### config.mk
export PLATFORM = sky130hd
export DESIGN_NAME = instr_queue_flat
export DESIGN_NICKNAME = d
export VERILOG_FILES = /design/src/rtl/core_types_pkg.sv /design/src/rtl/instr_queue_if.sv /design/src/rtl/instr_queue.sv /design/src/flat_wrapper.sv
export SDC_FILE = /design/constraint.sdc
export NUM_CORES = 1
export LEC_CHECK = 0
export CAP_MARGIN = 20
export CORE_MARGIN = 1
export CORE_UTILIZATION = 35
export DETAILED_ROUTE_END_ITERATION = 8
export GPL_TIMING_DRIVEN = 0
export MAX_ROUTING_LAYER = met4
export PLACE_DENSITY = 0.65
export SLEW_MARGIN = 40
export SYNTH_ARGS = -nofsm -noshare
export SYNTH_HDL_FRONTEND = slang
export SYNTH_SLANG_ARGS = --single-unit
### constraint.sdc
create_clock -name CLK -period 7.3 [get_ports CLK]
set_input_delay 1.46 -clock CLK [delete_from_list [all_inputs] [get_ports CLK]]
set_output_delay 1.46 -clock CLK [all_outputs]
set_load 0.02 [all_outputs]
### src/rtl/core_types_pkg.sv
// Shared core types: machine word, instruction-queue entry and queue depth.
package core_types_pkg;

   localparam int IQ_DEPTH_DEFAULT = 4;

   typedef logic [31:0] word_t;

   // One buffered fetch: instruction, its PC and the prediction fetch acted on.
   typedef struct packed {
      word_t instr;
      word_t pc;
      logic  pred_taken;
      word_t pred_npc;
   } iq_entry_t;

endpackage

### src/rtl/instr_queue_if.sv
// Fetch-side and dispatch-side signals of the instruction queue.
// master = the fetch/dispatch/backend side, slave = the queue itself.
interface instr_queue_if
   import core_types_pkg::*;
#(
   parameter int IQ_DEPTH = IQ_DEPTH_DEFAULT
);
   localparam int PTR_W = $clog2(IQ_DEPTH) + 1;

   logic             flush;
   logic             fetch_valid;
   word_t            fetch_instr;
   word_t            fetch_pc;
   logic             fetch_pred_taken;
   word_t            fetch_pred_npc;
   logic             iq_full;
   logic             iq_empty;
   logic [PTR_W-1:0] iq_count;
   logic             dispatch_valid;
   word_t            dispatch_instr;
   word_t            dispatch_pc;
   logic             dispatch_pred_taken;
   word_t            dispatch_pred_npc;
   logic             dispatch_ready;

   modport master (
      output flush, fetch_valid, fetch_instr, fetch_pc, fetch_pred_taken,
             fetch_pred_npc, dispatch_ready,
      input  iq_full, iq_empty, iq_count, dispatch_valid, dispatch_instr,
             dispatch_pc, dispatch_pred_taken, dispatch_pred_npc
   );

   modport slave (
      input  flush, fetch_valid, fetch_instr, fetch_pc, fetch_pred_taken,
             fetch_pred_npc, dispatch_ready,
      output iq_full, iq_empty, iq_count, dispatch_valid, dispatch_instr,
             dispatch_pc, dispatch_pred_taken, dispatch_pred_npc
   );

endinterface

### src/rtl/instr_queue.sv
// Decoupling FIFO between fetch and dispatch with single-cycle flush.
// Status flags derive only from registered pointers; the head entry is read
// combinationally from storage, so no input reaches an output in one cycle.
module instr_queue
   import core_types_pkg::*;
#(
   parameter int IQ_DEPTH = IQ_DEPTH_DEFAULT
) (
   input  logic          CLK,
   input  logic          RST,
   instr_queue_if.slave  iq
);
   localparam int IDX_W = $clog2(IQ_DEPTH);
   localparam int PTR_W = IDX_W + 1;

   // Pointer MSB is the wrap bit; the low bits index storage.
   logic [PTR_W-1:0] head_reg;
   logic [PTR_W-1:0] tail_reg;
   iq_entry_t        entry_reg [IQ_DEPTH];

   logic [IDX_W-1:0]    head_idx;
   logic [IDX_W-1:0]    tail_idx;
   logic                empty;
   logic                full;
   logic                enq;
   logic                deq;
   logic [IQ_DEPTH-1:0] wr_en;
   iq_entry_t           wr_entry;
   iq_entry_t           head_entry;

   assign head_idx = head_reg[IDX_W-1:0];
   assign tail_idx = tail_reg[IDX_W-1:0];
   assign empty    = (head_reg == tail_reg);
   assign full     = (head_idx == tail_idx) && (head_reg[PTR_W-1] != tail_reg[PTR_W-1]);

   // Full is registered: a dequeue in the same cycle does not free a slot for fetch.
   assign enq = iq.fetch_valid && !full;
   assign deq = !empty && iq.dispatch_ready;

   assign wr_entry = '{instr:      iq.fetch_instr,
                       pc:         iq.fetch_pc,
                       pred_taken: iq.fetch_pred_taken,
                       pred_npc:   iq.fetch_pred_npc};

   // A flush drops the entry fetch presents in the same cycle.
   generate
      for (genvar gi = 0; gi < IQ_DEPTH; gi++) begin : g_wr_en
         assign wr_en[gi] = enq && !iq.flush && (tail_idx == IDX_W'(gi));
      end
   endgenerate

   // Pointer update: reset beats flush, flush beats enqueue/dequeue.
   always_ff @(posedge CLK) begin
      if (RST) begin
         head_reg <= '0;
         tail_reg <= '0;
      end else if (iq.flush) begin
         head_reg <= '0;
         tail_reg <= '0;
      end else begin
         if (enq) tail_reg <= tail_reg + PTR_W'(1);
         if (deq) head_reg <= head_reg + PTR_W'(1);
      end
   end

   // Entry storage: cleared only by reset, never by flush.
   always_ff @(posedge CLK) begin
      for (int i = 0; i < IQ_DEPTH; i++) begin
         if (RST)           entry_reg[i] <= '0;
         else if (wr_en[i]) entry_reg[i] <= wr_entry;
      end
   end

   assign head_entry = entry_reg[head_idx];

   assign iq.iq_empty            = empty;
   assign iq.iq_full             = full;
   assign iq.iq_count            = tail_reg - head_reg;
   assign iq.dispatch_valid      = !empty;
   assign iq.dispatch_instr      = head_entry.instr;
   assign iq.dispatch_pc         = head_entry.pc;
   assign iq.dispatch_pred_taken = head_entry.pred_taken;
   assign iq.dispatch_pred_npc   = head_entry.pred_npc;

endmodule

### src/flat_wrapper.sv
// flat-port wrapper written by rule: the top's interface ports become plain ports
module instr_queue_flat import core_types_pkg::*;
#(
   parameter int IQ_DEPTH = IQ_DEPTH_DEFAULT
)
  (CLK, RST, iq_flush, iq_fetch_valid, iq_fetch_instr, iq_fetch_pc, iq_fetch_pred_taken, iq_fetch_pred_npc, iq_dispatch_ready, iq_iq_full, iq_iq_empty, iq_iq_count, iq_dispatch_valid, iq_dispatch_instr, iq_dispatch_pc, iq_dispatch_pred_taken, iq_dispatch_pred_npc);
  instr_queue_if #(.IQ_DEPTH(IQ_DEPTH)) iq_i ();
  input  logic CLK;
  input  logic RST;
  input wire logic [$bits(iq_i.flush)-1:0] iq_flush;
  input wire logic [$bits(iq_i.fetch_valid)-1:0] iq_fetch_valid;
  input wire logic [$bits(iq_i.fetch_instr)-1:0] iq_fetch_instr;
  input wire logic [$bits(iq_i.fetch_pc)-1:0] iq_fetch_pc;
  input wire logic [$bits(iq_i.fetch_pred_taken)-1:0] iq_fetch_pred_taken;
  input wire logic [$bits(iq_i.fetch_pred_npc)-1:0] iq_fetch_pred_npc;
  input wire logic [$bits(iq_i.dispatch_ready)-1:0] iq_dispatch_ready;
  output wire logic [$bits(iq_i.iq_full)-1:0] iq_iq_full;
  output wire logic [$bits(iq_i.iq_empty)-1:0] iq_iq_empty;
  output wire logic [$bits(iq_i.iq_count)-1:0] iq_iq_count;
  output wire logic [$bits(iq_i.dispatch_valid)-1:0] iq_dispatch_valid;
  output wire logic [$bits(iq_i.dispatch_instr)-1:0] iq_dispatch_instr;
  output wire logic [$bits(iq_i.dispatch_pc)-1:0] iq_dispatch_pc;
  output wire logic [$bits(iq_i.dispatch_pred_taken)-1:0] iq_dispatch_pred_taken;
  output wire logic [$bits(iq_i.dispatch_pred_npc)-1:0] iq_dispatch_pred_npc;
  assign iq_i.flush = iq_flush;
  assign iq_i.fetch_valid = iq_fetch_valid;
  assign iq_i.fetch_instr = iq_fetch_instr;
  assign iq_i.fetch_pc = iq_fetch_pc;
  assign iq_i.fetch_pred_taken = iq_fetch_pred_taken;
  assign iq_i.fetch_pred_npc = iq_fetch_pred_npc;
  assign iq_i.dispatch_ready = iq_dispatch_ready;
  assign iq_iq_full = iq_i.iq_full;
  assign iq_iq_empty = iq_i.iq_empty;
  assign iq_iq_count = iq_i.iq_count;
  assign iq_dispatch_valid = iq_i.dispatch_valid;
  assign iq_dispatch_instr = iq_i.dispatch_instr;
  assign iq_dispatch_pc = iq_i.dispatch_pc;
  assign iq_dispatch_pred_taken = iq_i.dispatch_pred_taken;
  assign iq_dispatch_pred_npc = iq_i.dispatch_pred_npc;
  instr_queue #(.IQ_DEPTH(IQ_DEPTH)) u_core (.CLK(CLK), .RST(RST), .iq(iq_i));
endmodule
* Word level (Yosys, flattened, before mapping)
Memory sizes are Yosys's and may differ from the RTL's. A register that Yosys moved wholly into a read port is not among the register bits. Index checks and enable logic that the tools add are counted.
Storage, ports and cells: bits in registers 6, memory bits (writable) 388, bits of input ports 102, output and inout bits 103, word-level logic and storage cells 49, memories 1
Memories:
- u_core.entry_reg | depth 4, bits a word 97, read ports 1, clocked after memory_dff 1, wr ports 4, line instr_queue.sv:19 | iq_entry_t entry_reg [IQ_DEPTH];
Cells by class: $add $sub $neg 3, eq/ne operators 6, multiplexer cells 20, bitwise logic cells 4, reductions and logical operators 13
Operators with widths (number):
- 97-bit two-way mux | 4
- 1-bit two-way mux | 14
- 1-bit logical AND | 8
- 3-bit by 1-bit adder with 3-bit output, second input constant | 2
- 2-bit == test, second input constant | 2
- 2-bit two-way mux | 2
- 1-bit OR | 4
- 3-bit == test | 1
- 1-bit logical NOT | 3
- 3-bit subtractor | 1
- 2-bit by 1-bit == test with 1-bit output, second input constant | 1
- 2-bit == test | 1
- 2-bit logical NOT | 1
- 2-bit OR reduction | 1
- 1-bit != test | 1

* Logic depth before layout (Yosys ltp)
Gate-level depths: netlist of the first run.
depth in word-level cells 10, depth in mapped cells 8, depth with buffers taken out 6

* Least setup slack after synthesis of the first run
No wires, ideal clock.
path type input to register, start input iq_flush, end memory u_core.entry_reg[0][0] (netlist bit), enable pin, library setup time 573 ps, data arrival time 6142 ps, data required time 6727 ps, setup slack 586 ps, stages on the path 2, buffers on the path 0, cell sequence nand2b_1 o21bai_1
RTL lines:
- start, declared | line flat_wrapper.sv:10 | input wire logic [$bits(iq_i.flush)-1:0] iq_flush;
- end, declared | line instr_queue.sv:19

==> results of run 1 <==
==> worst paths after layout <==
path	endpoint	depth (start not counted)	startpoint
min reg2reg	u_core.tail_reg[0]	2	u_core.tail_reg[0]
min	u_core.tail_reg[0]	2	u_core.tail_reg[0]
max reg2reg	u_core.entry_reg[1][90]	8	u_core.tail_reg[0]
max	iq_dispatch_instr[1]	5	flip-flop
==> power by group through the flow <==
stage | clock network [W] | logic [W] | registers, W
finish | 0.00234 | 0.000460 | 0.00262
CTS | 0.00240 | 0.000468 | 0.00262
global placement | 0 | 0.000425 | 0.00269
global route | 0.00248 | 0.000488 | 0.00263
detailed placement | 0 | 0.000466 | 0.00267
floorplan | 0 | 0.000204 | 0.00267
==> cells by family (layout without fill, tap and decap cells) <==
group | count (synthesis) | count (layout)
DFF | 396 | 396
buffers and inverters | 74 | 387
xor gates and xnor gates | 3 | 3
adders and majority gates | 8 | 8
muxes | 100 | 100
AOI/OAI and AO/OA | 19 | 19
and+or+nand+nor | 404 | 404
other | 0 | 5
==> area by class of cell <==
type	count	share of cell area, %
Timing Repair Buffer	229	11.2
Multi-Input combinational cell	534	23.4
Clock buffer	60	5.68
Clock inverter	24	1.19
Sequential cell	396	52.9
Inverter	10	0.168
Antenna cell	5	0.0561
Buffer	64	1.67
Tap cell	664	3.72
==> stage by stage <==
step / TNS (ps) / setup slack, ps
finish: 0 / 2510
CTS: 0 / 2360
detailed placement: 0 / 2980
global route: 0 / 2280
global placement: -852580 / -4410
floorplan: 0 / 586
==> layer usage <==
metal  up-vias  track usage, %  wire length (um)
met3        56            4.95              3100
met4         0            4.13               785
li1       4317               -                 -
met1      4772            21.0             17200
met2       272            27.6             20300
met5         -               -                 0
==> cell usage in the layout, fill, tap and decap left out, types with 2 or more instances in the layout <==
master	count
clkbuf_16	49
buf_8	11
buf_16	6
diode_2	5
clkinv_1	9
clkbuf_1	46
o21bai_4	2
and2_1	354
nand2_1	5
inv_1	10
ha_1	7
buf_12	6
clkinv_2	7
mux4_2	97
dfxtp_1	8
a2111oi_4	3
edfxtp_1	388
o211ai_1	3
clkdlybuf4s50_1	203
and2_4	35
o2111ai_1	2
nand4_1	3
buf_6	15
buf_2	13
a31o_4	2
nand2b_1	2
mux2i_1	3
o31ai_1	2
buf_4	4
bufinv_16	6
==> worst max-delay path, cell delays in order (launching register included) <==
cell and delay (ps):
dfxtp_1 300, clkbuf_1 450, buf_2 450, buf_2 420, mux4_2 570, clkdlybuf4s50_1 570
==> out/qor.yml, run 1 <==
syn_area_um2: 17400
grt_antenna_before_repair: 4
fp.dieH_um: 225
grt_pass1_wl_mm: 61.7
insertion_delay_ps: 560
postPlaceCellArea_um2: 20800
port_buffers: 203
min_path_type: "flip-flop to flip-flop"
gp_congestion: 0.738
combinationalPowerShare_pct: 8.5
ys_ff_latch: 396
cts.sinks: 396
async_flop_share_pct: 0
pin_count: 205
rows: 81
largest_reg_flops: 388
synth-simple-area-share_pct: 15.0
cts.clk_slew.worst_paths_ps: 50
crit_type: "flip-flop to output port"
die_w_um: 225
grt_max_degree: 30
numCtsBuffers: 46
syn_to_final_growth_pct: 28.3
period_minus_slack_ps: 4790
post-cts-setup-buffer-count: 0
multiInputGateArea_um2: 5220
synth_top_family_by_area: "simple AND/OR/NAND/NOR gates"
setup_viol_count_final: 0
clkPwrFrac_pct: 43.1
power.switching_w: 0.00116
final_area_um2: 22300
avgViaCountPerCell: 4.74
htree_levels: 2
cts_tree: "built"
routedWlPerCell_um: 20.8
synth_nets: 1114
synthAdderAreaFrac_pct: 0.619
worst_slew_pin_slew_ps: 713
n_fill_cell: 4265
finalClockSkew_ps: 12.4
cp.arrival_ps: 3330
drc: 0
critPathRequiredTime_ps: 5840
run_status: "completed"
slew_headroom_pct: 52.5
grt_setup_unrepaired: "no"
start_util_pct: 35.5
synth_ff_type: "edfxtp_1"
p_per_area_nw_per_um2: 243
layout.cells.non_filler: 1986
die-area_um2: 50600
p_seq_share_pct: 48.4
drtAntennaViolNets: 0
synth.largest_area_cell: "edfxtp_1"
synth_cells: 1004
regArea_um2: 11800
synth_cell_types: 35
irDropWorstVdd_mv: 0.195
yosysSeqAreaShare_pct: 67.9
synthTopCellsByCount: "edfxtp_1 (388), and2_1 (354), mux4_2 (97), and2_4 (35), clkbuf_1 (35)"
yosys-top-cells-area: "edfxtp_1 (67%), and2_1 (13%), mux4_2 (13%)"
hold_viol: 0
yosys.area.top_type_share_pct: 67.0
wl_mm: 41.3
dr.pass1.iters: 5
synth_edf_count: 388
crit_path_max_fanout: 10
cts-root-buf: "clkbuf_16"
finalNetCount: 1391
fin_util_pct: 45.6
cts_resized: 0
place_inst: 1895
grt.total_usage_pct: 17.0
clockBufferDepth: 3
fmax_ghz: 0.209
vias: 9417
slew_violations: 0
internal_power_w: 0.00426
drt_first_iter_violations: 583
grt-ovfl-total: 0
critPathLaunchType: "flip-flop"
yosys-mux-area-fraction_pct: 12.7
synth-xor-area-share_pct: 0.237
fin_total_pwr_w: 0.00542
layout-drive-gt1-share_pct: 19.9
synth_compound_area_share_pct: 1.19
rrSetupSlack_ps: 4230
end_kind: "output port"
core_um2: 49000
grt_pass1_vias: 10000
ctsHoldBuffers: 0
synth_warnings: 0
p_leak_nw: 7.98
syn_avg_cell_area_um2: 17.3
dp_hpwl_mm: 27.2
yosysMostFrequentCell: "edfxtp_1"
period_share_pct: 65.6
max-cap-violations: 0
swShare_pct: 21.5
hold_ws_ps: 524
Note: power is estimated with default switching activity, not from simulation.
==> run 2, diff against run 1 <==
- PLACE_DENSITY: 0.65 -> 0.67
- clock period: 7.3 -> 4.11 ns (I/O delays scaled with it)
==> run 2 against run 1 <==
- total power grew 71%
- cell area shrank 0.66%
- non-clock buffer count shrank 4
- largest power group unchanged
- highest routed layer unchanged
==> out/qor.yml, run 2 (synthesis results as in run 1) <==
p_per_area_nw_per_um2: 418
finalNetCount: 1386
hold_viol: 0
layout_common_cells: "edfxtp_1 (388), and2_1 (354), clkdlybuf4s50_1 (203)"
critPathRequiredTime_ps: 3290
fp.dieH_um: 225
crit_type: "flip-flop to output port"
postPlaceCellArea_um2: 20800
cpMostUsedCell: "buf_2"
dr.pass1.iters: 4
grt.total_usage_pct: 16.8
layout-drive-gt1-share_pct: 19.9
max-cap-violations: 0
syn_to_final_growth_pct: 27.4
cp_cell_sequence: "buf_2 -> buf_2 -> mux4_2 -> clkdlybuf4s50_1"
place_inst: 1895
wl_mm: 40.5
grt_setup_unrepaired: "no"
numCtsBuffers: 45
rows: 81
crit_path_top_delay_cell: "clkdlybuf4s50_1"
insertion_delay_ps: 570
worst_slack_ps: 279
worstReg2RegEnd: "u_core.entry_reg[1][73]"
fin_util_pct: 45.3
slowest_delay_ps: 570
drc: 0
cts.sinks: 396
wl_met2_mm: 20.4
cts_tree: "built"
vias: 9365
slew_violations: 0
wl_met1_mm: 16.5
core_um2: 49000
fmax_ghz: 0.261
port_buffers: 203
clockBufferDepth: 3
holdPathStages: 2
drtAntennaViolNets: 0
htree_levels: 2
grt_pass1_vias: 9992
p_leak_nw: 7.92
rrSetupSlack_ps: 1120
fin_total_pwr_w: 0.00927
ff2ff_path_depth: 8
critPathLaunchType: "flip-flop"
slew_headroom_pct: 54.0
period_share_pct: 93.2
cp.arrival_ps: 3010
dp_hpwl_mm: 27.1
grt_max_degree: 33
crit_path_max_fanout: 10
drt_first_iter_violations: 551
largest_reg_flops: 388
die_w_um: 225
gp_congestion: 0.755
grt-ovfl-total: 0
avgViaCountPerCell: 4.73
layout_commonest_cell: "edfxtp_1"
pre_cts_slack_ps: 369
start_util_pct: 35.5
whs_endpoint: "u_core.tail_reg[0]"
wl_met3_mm: 2.87
die-area_um2: 50600
worst_slew_pin_slew_ps: 682
grt_pass1_wl_mm: 60.8
cts.clk_slew.worst_paths_ps: 60
irDropWorstVdd_mv: 0.366
top_layer: "met4"
pin_count: 205
layout.cells.non_filler: 1978
finalClockSkew_ps: 20.6
run_status: "completed"
grt_antenna_before_repair: 3
min_path_type: "flip-flop to flip-flop"
n_fill_cell: 4297
final_area_um2: 22200
end_kind: "output port"
period_minus_slack_ps: 3830
setup_viol_count_final: 0
r2r_start: "u_core.tail_reg[0]"
post-cts-setup-buffer-count: 0
cts-root-buf: "clkbuf_16"
routedWlPerCell_um: 20.5
hp-start: "u_core.tail_reg[0]"
## run 2: power breakdown
part	leakage [nW]	internal (W)	switching, W	total (W)
clock	0.685	0.00222	0.00159	0.00381
combinational	3.14	0.000404	0.000406	0.000810
sequential	4.09	0.00461	0.0000441	0.00466
## run 2: timing repair
| action | in CTS | in global routing |
|---|---|---|
| endpoints found under the setup margin | 30 | 0 |
| hold buffers | 0 | 0 |
| hold endpoints to repair | 0 | 0 |
| resized for setup | 2 | 0 |
## run 2: cell type report
type,count,area (um2),share of cell area (%)
flip-flops and latches,396,11800,53.3
multi-input cells,534,5220,23.5
repair buffers,227,2500,11.3
clock buffers,56,1210,5.46
well taps,664,831,3.75
plain buffers,62,367,1.65
clock inverters,27,191,0.863
inverters,10,37.5,0.169
diodes,2,5.00,0.0226
## run 2: layer usage
metal | GRT usage (%) | vias up
li1 | - | 4308
met1 | 20.6 | 4747
met2 | 27.7 | 257
met3 | 4.43 | 53
met4 | 4.08 | 0
met5 | - | -
## run 2: critical path: cells and delay by family (launching register included)
kind | cells | cell delay [ps]
DFF | 1 | 480
buffers and inverters | 3 | 1410
muxes | 1 | 560
## run 2: worst max path at each step
stage                     cells after the start  slack, ps                 endpoint  startpoint
after floorplan                               2      -1970   u_core.entry_reg[0][0]    iq_flush
after global placement                        3      -6910  u_core.entry_reg[2][77]    iq_flush
after detailed placement                      5        370    iq_dispatch_instr[14]   flip-flop
after CTS                                     4        140    iq_dispatch_instr[13]   flip-flop
after global routing                          4         80    iq_dispatch_instr[13]   flip-flop
final                                         4        280    iq_dispatch_instr[13]   flip-flop
## run 2: per-stage QoR
step / setup TNS [ps] / hold WS, ps
2_1_floorplan: -381470 / 469
3_3_place_gp: -1494150 / 483
3_5_place_dp: 0 / 503
4_1_cts: 0 / 512
5_1_grt: 0 / 567
6_report: 0 / 507
